==> config.mk <==
export PLATFORM = sky130hd
export DESIGN_NAME = rc4_sequencer
export DESIGN_NICKNAME = d
export VERILOG_FILES = /design/src/rtl/rc4_pkg.sv /design/src/rtl/phase_watchdog.sv /design/src/rtl/rc4_sequencer.sv
export SDC_FILE = /design/constraint.sdc
export NUM_CORES = 1
export LEC_CHECK = 0
export ABC_AREA = 1
export CAP_MARGIN = 10
export CORE_MARGIN = 8
export CORE_UTILIZATION = 32
export DETAILED_ROUTE_END_ITERATION = 10
export PLACE_DENSITY = 0.81
export SYNTH_ARGS = -nofsm -noshare
export SYNTH_HDL_FRONTEND = slang
export SYNTH_HIERARCHICAL = 1
export SYNTH_SLANG_ARGS = --single-unit
==> constraint.sdc <==
create_clock -name clk -period 1.4 [get_ports clk]
set_input_delay 0.28 -clock clk [delete_from_list [all_inputs] [get_ports clk]]
set_output_delay 0.28 -clock clk [all_outputs]
set_load 0.01 [all_outputs]
==> src/rtl/rc4_pkg.sv <==
// rc4_pkg: shared phase encoding and S-memory/key widths for the RC4 sequencer
package rc4_pkg;
    localparam int ADDR_W = 8;
    localparam int DATA_W = 8;
    localparam int KEY_W  = 24;
    typedef enum logic [2:0] {
        PH_IDLE  = 3'd0,
        PH_INIT  = 3'd1,
        PH_KSA   = 3'd2,
        PH_PRGA  = 3'd3,
        PH_DONE  = 3'd4,
        PH_ERROR = 3'd5
    } phase_t;
endpackage

==> src/rtl/phase_watchdog.sv <==
// phase_watchdog: per-phase cycle counter flagging expiry at TIMEOUT_CYCLES-1
module phase_watchdog #(
    parameter int unsigned TIMEOUT_CYCLES = 2048
) (
    input  logic clk,
    input  logic rst,
    input  logic clear,
    input  logic enable,
    output logic expired
);
    localparam int W = TIMEOUT_CYCLES > 2 ? $clog2(TIMEOUT_CYCLES) : 1;
    localparam logic [W-1:0] LAST = W'(TIMEOUT_CYCLES - 1);
    logic [W-1:0] count_q, count_d;
    always_comb count_d = clear ? '0 : enable ? count_q + W'(1) : count_q;
    always_ff @(posedge clk) begin
        if (rst) count_q <= '0;
        else     count_q <= count_d;
    end
    assign expired = enable && count_q == LAST;
endmodule

==> src/rtl/rc4_sequencer.sv <==
// rc4_sequencer: INIT->KSA->PRGA phase sequencer with S-memory mux; RC4_SEQ_WATCHDOG_EN adds a per-phase timeout into ERROR
module rc4_sequencer
    import rc4_pkg::*;
#(
    parameter int unsigned TIMEOUT_CYCLES = 2048
) (
    input  logic              clk,
    input  logic              rst,
    input  logic              start,
    input  logic [KEY_W-1:0]  secret_key,
    output logic [KEY_W-1:0]  key_out,
    output logic              init_start,
    output logic              ksa_start,
    output logic              prga_start,
    input  logic [ADDR_W-1:0] init_addr,
    input  logic [DATA_W-1:0] init_wdata,
    input  logic              init_wr_en,
    input  logic              init_task_on,
    input  logic              init_fin_strobe,
    input  logic [ADDR_W-1:0] ksa_addr,
    input  logic [DATA_W-1:0] ksa_wdata,
    input  logic              ksa_wr_en,
    input  logic              ksa_task_on,
    input  logic              ksa_fin_strobe,
    input  logic [ADDR_W-1:0] prga_addr,
    input  logic [DATA_W-1:0] prga_wdata,
    input  logic              prga_wr_en,
    input  logic              prga_task_on,
    input  logic              prga_fin_strobe,
    output logic [ADDR_W-1:0] mem_addr,
    output logic [DATA_W-1:0] mem_wdata,
    output logic              mem_wr_en,
    input  logic [DATA_W-1:0] mem_rdata,
    output logic [DATA_W-1:0] rdata_out,
    output logic              busy,
    output logic              done_strobe,
    output logic              err,
    output logic [2:0]        phase
);
    phase_t state_q, state_d;
    logic [KEY_W-1:0] key_q, key_d;
    logic init_start_q, init_start_d;
    logic ksa_start_q, ksa_start_d;
    logic prga_start_q, prga_start_d;
    logic expired;
    logic unused_ok;
    always_comb begin
        state_d      = state_q;
        key_d        = key_q;
        init_start_d = 1'b0;
        ksa_start_d  = 1'b0;
        prga_start_d = 1'b0;
        case (state_q)
            PH_IDLE, PH_ERROR: if (start) begin
                state_d      = PH_INIT;
                key_d        = secret_key;
                init_start_d = 1'b1;
            end
            PH_INIT: if (init_fin_strobe) begin
                state_d     = PH_KSA;
                ksa_start_d = 1'b1;
            end else if (expired) state_d = PH_ERROR;
            PH_KSA: if (ksa_fin_strobe) begin
                state_d      = PH_PRGA;
                prga_start_d = 1'b1;
            end else if (expired) state_d = PH_ERROR;
            PH_PRGA: state_d = prga_fin_strobe ? PH_DONE : expired ? PH_ERROR : PH_PRGA;
            default: state_d = PH_IDLE;
        endcase
    end
    always_ff @(posedge clk) begin
        if (rst) begin
            state_q      <= PH_IDLE;
            key_q        <= '0;
            init_start_q <= 1'b0;
            ksa_start_q  <= 1'b0;
            prga_start_q <= 1'b0;
        end else begin
            state_q      <= state_d;
            key_q        <= key_d;
            init_start_q <= init_start_d;
            ksa_start_q  <= ksa_start_d;
            prga_start_q <= prga_start_d;
        end
    end
    // Ownership follows the registered phase so the mux adds no latency
    always_comb begin
        mem_addr  = state_q == PH_INIT ? init_addr  : state_q == PH_KSA ? ksa_addr  : state_q == PH_PRGA ? prga_addr  : '0;
        mem_wdata = state_q == PH_INIT ? init_wdata : state_q == PH_KSA ? ksa_wdata : state_q == PH_PRGA ? prga_wdata : '0;
        mem_wr_en = state_q == PH_INIT ? init_wr_en : state_q == PH_KSA ? ksa_wr_en : state_q == PH_PRGA ? prga_wr_en : 1'b0;
    end
    assign rdata_out   = mem_rdata;
    assign key_out     = key_q;
    assign init_start  = init_start_q;
    assign ksa_start   = ksa_start_q;
    assign prga_start  = prga_start_q;
    assign busy        = state_q == PH_INIT || state_q == PH_KSA || state_q == PH_PRGA;
    assign done_strobe = state_q == PH_DONE;
    assign phase       = state_q;
    assign unused_ok   = ^{init_task_on, ksa_task_on, prga_task_on, TIMEOUT_CYCLES[0]};
`ifdef RC4_SEQ_WATCHDOG_EN
    phase_watchdog #(.TIMEOUT_CYCLES(TIMEOUT_CYCLES)) u_watchdog (
        .clk    (clk),
        .rst    (rst),
        .clear  (state_d != state_q),
        .enable (busy),
        .expired(expired)
    );
    assign err = state_q == PH_ERROR;
`else
    assign expired = 1'b0;
    assign err     = 1'b0;
`endif
endmodule

### Word-level counts from Yosys, hierarchy flattened

Cells that the tools add are included.

| word-level totals | value |
|---|---|
| input port bits | 92 |
| flip-flop bits (word level) | 30 |

| operators by class | value |
|---|---|
| eq/ne operators | 8 |
| bitwise operators | 3 |
| multiplexer cells | 17 |
| reductions and logical operators | 9 |

Operator list:

| kind | number |
|---|---|
| 8-bit 2-to-1 mux | 6 |
| 3-bit 2-to-1 mux | 4 |
| 3-bit case mux with 4 select lines | 1 |
| 2-bit OR reduction | 4 |
| 3-bit by 2-bit == test with 1-bit output, second input constant | 2 |
| 3-bit == test, second input constant | 2 |
| 1-bit 2-to-1 mux | 6 |
| 2-bit inequality test, second input constant | 3 |
| 3-bit by 1-bit == test with 1-bit output, second input constant | 1 |
| 3-bit zero test | 1 |
| 1-bit inverter | 3 |
| 3-bit AND reduction | 1 |
| 1-bit logical OR | 2 |
| 2-bit AND reduction | 1 |

### Longest topological paths before layout

Gate-level depths: netlist of run 1.

| depth | value |
|---|---|
| depth in word-level cells | 4 |
| gate-level depth with buffers | 8 |
| depth with buffers taken out | 7 |

### Worst setup path before layout of run 1

No wires, ideal clock.

| path | value |
|---|---|
| path type | flip-flop to output port |
| start point | reg state_q[0] (netlist: phase[0]) |
| end point | out mem_addr[4] |
| cell stages (with the launch flop) | 9 |
| setup slack | -0.051 ns |
| data arrival time | 1.171 ns |
| cell sequence | dfxtp_1 > buf_6 > inv_2 > nor2_1 > nand2_1 > inv_2 > buf_4 > nand2_1 > nand3_1 |

| on the way | value |
|---|---|
| longest elaborated chain between the ends | 4 |
| elaborated cells between the ends (all ways) | 6 |
| those cells by class | eq/ne: 3; mux: 3 |

RTL lines:

| what | line | RTL |
|---|---|---|
| from (decl) | rc4_sequencer.sv:40 | `phase_t state_q, state_d;` |
| from (signal assigned) | rc4_sequencer.sv:79 | `state_q <= state_d;` |
| 3-bit by 2-bit == test with 1-bit output | rc4_sequencer.sv:88 | `mem_addr = state_q == PH_INIT ? init_addr : state_q == PH_KSA ? ksa_addr : state_q == PH_PRGA ? prga_addr : '0 ...` |
| 8-bit 2-to-1 mux (2 in a row) | rc4_sequencer.sv:88 |  |
| 8-bit 2-to-1 mux (*) | rc4_sequencer.sv:88 |  |
| to (decl) | rc4_sequencer.sv:30 | `output logic [ADDR_W-1:0] mem_addr,` |

Every way passes the cells marked *; elsewhere a longest branch is shown, timed or not.

### Worst setup path in the final report of run 1

| path | value |
|---|---|
| start point | reg state_q[2] (netlist: phase[2]) |
| end point | out mem_addr[4] |

Same word-level chain as after synthesis.

==> run summary, run 1 <==
crit start category - flop
Ant. Diodes - 0
Logic pwr share - 0.655
# rows - 27
Initial Util - 0.324
syn_area_per_cell - 7.29 sq um
first-pass GRT wire length - 11700 microns
Num CTS Buffers - 5
Synthesized Nets - 332
failing checks - negative setup slack
Power Internal - 3490 uW
top-count cell post-synth - nand2_1
TritonRoute pass-1 iters - 5
max_cap viols - 0
Critical Path AT - 1.44 ns
largest net degree at the start of global routing - 20
worst-case clock skew - 0.00460 ns
vias in the first global route - 2319
Main synth FF type - dfxtp_1
Seq pwr share - 0.197
DP Cell Count - 437
Die ar. - 8090 sq um
Clock Tree Root - clkbuf_8
port bufs - 129
synthesized cell area - 1750 sq um
final slew viol count - 0
Clk pwr share - 0.148
DP HPWL - 5370 microns
top layer in use - met4
Area Growth Syn to Fin - 113%
gr usage total - 0.175
Synth cell types - 23
CTS tree - built
CTS Buffer Depth - 2
CP max FO - 4
YS warnings - 6
Max Clock Freq - 582 MHz
io pins - 150
WS Path Type - reg -> out
residual DRC count - 0
Cells after Synth - 240
fin crit period - 1.72 ns
clock slew at reported path FFs - 0.07 ns
CTS Sinks - 30
area share of the largest cell type after synthesis - 0.343
ranking of synthesized cells by area - dfxtp_1 (34%), nand2_1 (13%), nand3_1 (11%)
WL per Instance - 17.6 microns
RSZ-0062 raised after global routing - true
CP endpoint kind - output port
Seq cells post-synth - 30
met2 routed wirelength - 3790 microns
Hold WC Path Type - reg -> reg
EDFF count, synth - 0
worst path required time - 1.12 ns
hold bufs inserted after CTS - 0
wl on met1 - 3310 microns
die width - 90.0 microns
Met3 Wirelength - 856 microns
initial antenna violation count - 0
Switch Pwr - 2410 uW
Final #Nets - 477
Pleak - 0.00180 uW
Skew-Pair Late Insertion Delay - 0.29 ns
Post-synth top cells - nand2_1 (59), nand3_1 (40), dfxtp_1 (30)
Placement Setup Slack - -0.443 ns
asr flop ratio synth - 0
Initial DRC Count - 66
switch share - 0.409
post-route insts no fill - 458
final setup margin - -0.318 ns
peak supply drop - 1140 uV
share of cells above drive strength 1 - 0.389
largest area contributor in the synthesized netlist - dfxtp_1
post-route clock period utilization - 1.23
final WL - 8070 microns
H-tree Lvls - 2
worst hold slack - 0.462 ns
Placer Congestion - 0.776
Routed Antenna Nets - 0
DR vias/cell - 5.03
gr ovfl total - 0
die height - 90.0 microns
vias after detailed routing - 2303
Final Hold Violating Endpoints - 0
Power Dens Cells - 1580 nW/um^2
core area - 5410 sq um
outcome - finished with violations
sequential area share after synthesis - 0.343
setup TNS - -7.58 ns
final setup violation count - 46
critical path, cell delays in order (launching register included):
cell and delay, ns:
dfxtp_4 0.38, inv_2 0.06, nand2_4 0.10, clkinvlp_4 0.12, buf_4 0.16, nand2_1 0.09
nand3_2 0.11, buf_6 0.14
final timing paths:
check | from | endpoint | slack, ns | cells after the start
worst min register to register | key_out[6] | key_out[6] | 0.46 | 2
worst min-delay path | key_out[6] | key_out[6] | 0.46 | 2
worst max register to register | phase[1] | key_out[19] | -0.15 | 8
worst max-delay path | phase[2] | mem_addr[4] | -0.32 | 7
power groups by stage:
stage	clock network [uW]	registers, uW	logic (uW)
after floorplan	0	1230	1570
after global placement	0	1140	3020
after detailed placement	0	1150	3050
after CTS	880	1130	3180
after global routing	919	1180	4140
final	872	1160	3870
metal layers:
layer	track usage	vias up
li1	-	1099
met1	0.199	1072
met2	0.290	120
met3	0.0756	12
met4	0.0472	0
met5	0	-
layout by cell type, fill, tap and decap left out, drive strengths merged:
cell type	n
clkinvlp	1
conb	1
nand3	42
dlymetal6s2s	1
clkbuf	7
buf	54
nor2	4
dlygate4sd2	28
nand2	71
dfxtp	30
nand4	24
nor3	2
a21oi	27
inv	10
bufinv	1
o21ai	1
clkdlybuf4s50	80
clkinv	2
layout make-up:
cell class	instances	area, sq um
fill	446	1680
multi-input combinational	172	1190
inverter	10	50.0
tap	72	90.1
clock inverter	3	40.0
timing repair buffer	165	1670
sequential	30	609
clock buffer	5	68.8
timing repair inverter	1	7.51
sequential cells by signal (all words and copies together) (netlist names):
signal,count
key_out,24
init_start,1
ksa_start,1
phase,3
prga_start,1
repair_timing:
action	in CTS	in global routing
pin swaps	2	7
cloned	3	1
gates resized for setup	140	78
setup endpoints to repair	71	46
buffers inserted	8	3
logic make-up after synthesis:
family | synth area share
AND/OR/NAND/NOR | 0.408
flip-flops | 0.343
AO/OA/AOI/OAI | 0.106
buffers and inverters | 0.141
other | 0.00214
stage by stage:
stage / power, uW / instance area [sq um] / utilization
6_report: 5910 / 3730 / 0.690
5_1_grt: 6240 / 3730 / 0.690
4_1_cts: 5190 / 3430 / 0.634
3_5_place_dp: 4190 / 3170 / 0.586
3_3_place_gp: 4160 / 3170 / 0.586
2_1_floorplan: 2800 / 1760 / -
(Power assumes the default switching activity.)
==> run 2, diff against run 1 <==
--- a/config.mk
+++ b/config.mk
@@ -7,8 +7,9 @@
 export LEC_CHECK = 0
 export ABC_AREA = 1
 export CAP_MARGIN = 10
-export CORE_MARGIN = 8
+export CORE_MARGIN = 1.5
 export CORE_UTILIZATION = 32
+export CTS_CLUSTER_SIZE = 24
 export DETAILED_ROUTE_END_ITERATION = 10
 export PLACE_DENSITY = 0.81
 export SYNTH_ARGS = -nofsm -noshare
==> run 2 against run 1 <==
Compared with the run above: the flow still finishes with violations (negative setup slack); utilization is 4.1 points higher; clock skew is 0.0028 ns higher; sequential cell count stayed put; highest routed layer unchanged; global-route usage is 3.5 points higher; maximum frequency is 3.3% higher; sequential share of layout area is 0.32 points lower; cell area is 2.0% higher.
==> run summary, run 2 (same netlist as run 1, synthesis figures left out) <==
vias in the first global route - 2231 (-3.8%)
CTS Buffer Depth - 2 (unchanged)
gr ovfl total - 0 (unchanged)
sequential cell area - 609 sq um (unchanged)
Hold WC Path Type - reg -> reg
largest net degree at the start of global routing - 31 (+55%)
worst hold slack - 0.462 ns (+0.000129 ns)
commonest non-fill, non-tap cell in the layout - clkdlybuf4s50_1
Skew-Pair Late Insertion Delay - 0.28 ns (about the same)
Seq pwr share - 0.199 (+0.002)
DR vias/cell - 5.00 (-0.65%)
Initial DRC Count - 54 (-18%)
post-route insts no fill - 465 (+1.5%)
CTS Sinks - 30 (unchanged)
initial antenna violation count - 0 (unchanged)
port bufs - 129 (unchanged)
final slew viol count - 0 (unchanged)
DP HPWL - 4320 microns (-20%)
max_cap viols - 0 (unchanged)
Multi-input gate area - 1120 sq um (-5.9%)
Placer Congestion - 0.773 (-0.41%)
WS Path Type - reg -> out
peak supply drop - 945 uV (-17%)
clock slew at reported path FFs - 0.07 ns (about the same)
final setup violation count - 42 (-8.7%)
share of cells above drive strength 1 - 0.382 (-0.00632)
hold depth - 2 (unchanged)
Pleak - 0.00176 uW (-2.0%)
worst path required time - 1.12 ns (about the same)
die height - 77.0 microns (-14%)
CTS tree - built
Ant. Diodes - 0 (unchanged)
core area - 5200 sq um (-3.7%)
Initial Util - 0.336 (+0.0125)
setup TNS - -4.72 ns (+2.85 ns)
Power Internal - 3500 uW (+0.25%)
Clock Tree Root - clkbuf_8
io pins - 150 (unchanged)
H-tree Lvls - 2 (unchanged)
Critical Path AT - 1.38 ns (-0.06 ns)
# rows - 26 (-3.7%)
final setup margin - -0.263 ns (+0.0549 ns)
Worst Reg-to-Reg Cells - 9 (+1)
Placement Setup Slack - -0.436 ns (+0.00767 ns)
final WL - 7010 microns (-13%)
Routed Antenna Nets - 0 (unchanged)
Area Growth Syn to Fin - 117%
Num CTS Buffers - 5 (unchanged)
DP Cell Count - 432 (-1.1%)
RSZ-0062 raised after global routing - true
outcome - finished with violations
vias after detailed routing - 2323 (+0.87%)
CP max FO - 2 (-2)
WL per Instance - 15.1 microns (-14%)
Max Clock Freq - 601 MHz (+3.3%)
gr usage total - 0.210 (+0.0353)
most frequent cells in the layout - clkdlybuf4s50_1 (80), nand2_1 (33), nand3_1 (31)
Clk pwr share - 0.147 (about the same)
hold bufs inserted after CTS - 0 (unchanged)
fill cell count - 381 (-15%)
first-pass GRT wire length - 10200 microns (-13%)
Final #Nets - 486 (+1.9%)
worst reg-to-reg setup slack - -0.07 ns (+0.08 ns)
Die ar. - 5920 sq um (-27%)
failing checks - negative setup slack
worst-case clock skew - 0.00741 ns (+0.00281 ns)
final core utilization - 0.731 (+0.0410)
Final Hold Violating Endpoints - 0 (unchanged)
fin crit period - 1.66 ns (-0.0549 ns)
Logic pwr share - 0.654 (about the same)
CP endpoint kind - output port
residual DRC count - 0 (unchanged)
TritonRoute pass-1 iters - 4 (-1)
die width - 77.0 microns (-14%)
Switch Pwr - 2340 uW (-3.2%)
crit start category - flop
post-route clock period utilization - 1.19 (-0.0392)
Largest register FFs - 24 (unchanged)
switch share - 0.400 (-0.00839)
Power Dens Cells - 1530 nW/um^2 (-3.1%)
==> run 2: critical path: stages (launching register included) <==
cell	delay, ns
dfxtp_2	0.33
inv_2	0.08
nor2_4	0.05
nand2_4	0.08
clkinvlp_4	0.11
buf_6	0.13
buf_6	0.10
nand2_2	0.05
nand3_2	0.06
buf_6	0.12
==> run 2: metal layers <==
metal / share of wire / track usage
met5: 0 / 0
met2: 0.52 / 0.380
met3: 0.090 / 0.0821
met4: 0.014 / 0.0593
met1: 0.38 / 0.224
==> run 2: stage by stage <==
step	cell area [sq um]	total power, uW
global placement	3140	4050
floorplan	1760	2800
detailed placement	3140	4110
global route	3800	6180
CTS	3370	5210
finish	3800	5840
==> run 2: worst paths after layout <==
kind	from	endpoint
worst min-delay path	key_out[0]	key_out[0]
worst min register to register	key_out[0]	key_out[0]
worst max-delay path	phase[0]	mem_addr[6]
worst max register to register	phase[2]	key_out[7]
==> run 2: final cells by class <==
type / instances / share of cell area
clock buffer: 7 / 0.0201
clock inverter: 1 / 0.00789
inverter: 10 / 0.0145
multi-input combinational: 172 / 0.294
sequential: 30 / 0.160
tap: 70 / 0.0230
timing repair buffer: 173 / 0.475
timing repair inverter: 2 / 0.00493
==> run 2: repair_timing <==
| action | CTS | global route |
|---|---|---|
| pin swaps | 4 | 15 |
| cloned | 3 | 6 |
| endpoints found under the setup margin | 65 | 44 |
| buffers inserted | 7 | 11 |
| resized for setup | 144 | 57 |
==> run 2: power by group through the flow <==
| stage | Combinational, uW | Sequential [uW] | Clock [uW] |
|---|---|---|---|
| global route | 4080 | 1180 | 909 |
| global placement | 2920 | 1140 | 0 |
| finish | 3820 | 1160 | 859 |
| floorplan | 1570 | 1230 | 0 |
| CTS | 3200 | 1140 | 873 |
| detailed placement | 2970 | 1140 | 0 |
==> run 3, diff against run 2 <==
--- a/config.mk
+++ b/config.mk
@@ -5,13 +5,14 @@
 export SDC_FILE = /design/constraint.sdc
 export NUM_CORES = 1
 export LEC_CHECK = 0
-export ABC_AREA = 1
+export ABC_AREA = 0
 export CAP_MARGIN = 10
 export CORE_MARGIN = 1.5
-export CORE_UTILIZATION = 32
+export CORE_UTILIZATION = 33
 export CTS_CLUSTER_SIZE = 24
 export DETAILED_ROUTE_END_ITERATION = 10
 export PLACE_DENSITY = 0.81
+export SKIP_CTS_REPAIR_TIMING = 1
 export SYNTH_ARGS = -nofsm -noshare
 export SYNTH_HDL_FRONTEND = slang
 export SYNTH_HIERARCHICAL = 1
==> constraint.sdc (replaced) <==
create_clock -name clk -period 1.8 [get_ports clk]
set_input_delay 0.36 -clock clk [delete_from_list [all_inputs] [get_ports clk]]
set_output_delay 0.36 -clock clk [all_outputs]
set_load 0.01 [all_outputs]
==> run 3 against run 2 <==
Compared with the run above: the flow still finishes with violations (negative setup slack); first-iteration DRC count up 37%; clock-buffer cell count unchanged; global-route usage fell by 3.2 points; highest routed layer unchanged; setup slack improved by 0.17 ns; combinational power down 74%; sequential cell count unchanged; critical path type unchanged.
==> run summary, run 3 <==
io pins - 150 (unchanged)
Hold EP - key_out[13]
reg2reg start - phase[0]
first-pass GRT wire length - 8770 microns (-14%)
CTS tree - built
Final Hold Violating Endpoints - 0 (unchanged)
Hold WC Path Type - reg -> reg
Routed Antenna Nets - 0 (unchanged)
Num CTS Buffers - 5 (unchanged)
hold depth - 2 (unchanged)
post-route clock period utilization - 1.05
outcome - finished with violations
vias after detailed routing - 1932 (-17%)
fill cell count - 482 (+27%)
Power Dens Cells - 665 nW/um^2 (-57%)
H-tree Lvls - 2 (unchanged)
core area - 5510 sq um (+5.8%)
Placement Setup Slack - -0.285 ns (+0.151 ns)
# rows - 27 (+3.8%)
initial antenna violation count - 0 (unchanged)
DP Cell Count - 392 (-9.3%)
Pleak - 0.00145 uW (-18%)
worst flop-to-flop path endpoint - key_out[8]
die height - 78.5 microns (+2.0%)
CTS Sinks - 30 (unchanged)
worst hold slack - 0.472 ns (+0.00972 ns)
Hold Crit Start - key_out[13]
Cells after Synth - 207 (-14%)
Seq cells post-synth - 30 (unchanged)
gr usage total - 0.178 (-0.0315)
worst reg-to-reg setup slack - 0.19 ns (+0.26 ns)
gr ovfl total - 0 (unchanged)
residual DRC count - 0 (unchanged)
post-route insts no fill - 411 (-12%)
top-count cell post-synth - nand2b_1
final setup margin - -0.0975 ns (+0.165 ns)
Clock Tree Root - clkbuf_8
Area Growth Syn to Fin - 85.0%
vias in the first global route - 1833 (-18%)
YS warnings - 6 (unchanged)
final WL - 5930 microns (-15%)
failing checks - negative setup slack
Worst Reg-to-Reg Cells - 6 (-3)
clock slew at reported path FFs - 0.07 ns (about the same)
WS Path Type - reg -> out
max_cap viols - 0 (unchanged)
largest net degree at the start of global routing - 43 (+39%)
EDFF count, synth - 0 (unchanged)
fin crit period - 1.90 ns
setup TNS - -0.857 ns (+3.86 ns)
Ant. Diodes - 0 (unchanged)
die width - 78.5 microns (+2.0%)
Critical Path AT - 1.54 ns (+0.16 ns)
Max Clock Freq - 527 MHz
final setup violation count - 16 (-62%)
asr flop ratio synth - 0 (unchanged)
Largest register FFs - 24 (unchanged)
Initial Util - 0.342 (+0.00544)
Post-synth top cells - nand2b_1 (49), dfxtp_1 (30), mux2i_1 (24)
final slew viol count - 0 (unchanged)
Skew-Pair Late Insertion Delay - 0.28 ns (about the same)
DP HPWL - 4200 microns (-2.8%)
CP max FO - 9 (+7)
Main synth FF type - dfxtp_1
CTS Buffer Depth - 2 (unchanged)
synthesized cell area - 1880 sq um (+7.5%)
Placer Congestion - 0.782 (+1.2%)
ranking of synthesized cells by area - dfxtp_1 (32%), nand2b_1 (16%), mux2i_1 (13%)
area share of the largest cell type after synthesis - 0.319 (-0.0240)
CP endpoint kind - output port
share of cells above drive strength 1 - 0.248 (-0.134)
DR vias/cell - 4.70 (-5.9%)
TritonRoute pass-1 iters - 5 (+1)
largest area contributor in the synthesized netlist - dfxtp_1
sequential area share after synthesis - 0.319 (-0.0240)
WL per Instance - 14.4 microns (-4.3%)
peak supply drop - 413 uV (-56%)
Die ar. - 6160 sq um (+4.1%)
Synth cell types - 28 (+22%)
commonest non-fill, non-tap cell in the layout - clkdlybuf4s50_1
Final #Nets - 430 (-12%)
RSZ-0062 raised after global routing - true
port bufs - 129 (unchanged)
worst path required time - 1.44 ns (+0.32 ns)
crit start category - flop
syn_area_per_cell - 9.09 sq um (+25%)
Initial DRC Count - 74 (+37%)
worst-case clock skew - 0.00645 ns (-0.000960 ns)
most frequent cells in the layout - clkdlybuf4s50_1 (109), nand2b_1 (49), dfxtp_1 (29)
Synthesized Nets - 299 (-9.9%)
## run 3: cell types whose count changed after synthesis, moves of 16 or more
cell / delta
nand3_1: -40
mux2_2: +17
nand2_1: -58
nand4_1: -24
nor2_1: +17
nand2b_1: +49
a22oi_1: +17
a21oi_1: -16
mux2i_1: +24
## run 3: kinds of logic after synthesis
logic type      count (synthesis)  synth area share
flops                          30             0.319
compound gates                 22            0.0844
buf+inv                        29             0.105
simple gates                   83             0.255
mux                            41             0.229
other cells                     1           0.00199
xor+xnor                        1           0.00466
## run 3: layout make-up
type / count / area [sq um] / share of cell area
tap: 72 / 90.1 / 0.0259
timing repair buffer: 153 / 1500 / 0.432
multi-input combinational: 148 / 1190 / 0.342
sequential: 30 / 604 / 0.174
clock buffer: 7 / 86.3 / 0.0248
clock inverter: 1 / 5.00 / 0.00144
## run 3: worst max-delay path by stage
stage                   from      endpoint  slack, ns  depth (start not counted)
3_5_place_dp    prga_addr[4]   mem_addr[4]      -0.28                          5
5_1_grt             phase[0]     mem_wr_en      -0.17                          6
3_3_place_gp   prga_wdata[6]  mem_wdata[6]      -0.27                          5
6_report            phase[0]   mem_addr[5]       -0.1                          5
2_1_floorplan       phase[0]   mem_addr[2]       0.16                          5
4_1_cts             phase[0]   mem_addr[4]      -0.54                          5
## run 3: power by group
group	total, uW	leakage, uW	internal, uW	switching [uW]
combinational	993	0.00115	614	379
sequential	766	0.000247	726	40.0
clock	557	0.0000482	308	249
## run 3: worst max-delay path: stages, from the launching register on
cell       delay (ns)
dfxtp_4          0.41
clkbuf_16        0.17
mux2_2           0.33
a22oi_1          0.14
nor2_1           0.07
clkbuf_2         0.14
## run 3: per-stage QoR
stage	area, sq um	utilization	power (uW)
after floorplan	1880	-	1220
after global placement	3210	0.582	1660
after detailed placement	3210	0.582	1680
after CTS	3300	0.599	2240
after global routing	3480	0.632	2450
final	3480	0.632	2320
## run 3: layer usage
layer	global-route usage	vias to the layer above	wire length [microns]
li1	-	950	-
met1	0.200	899	2300
met2	0.315	66	3160
met3	0.0488	17	300
met4	0.0750	0	167
met5	0	-	0
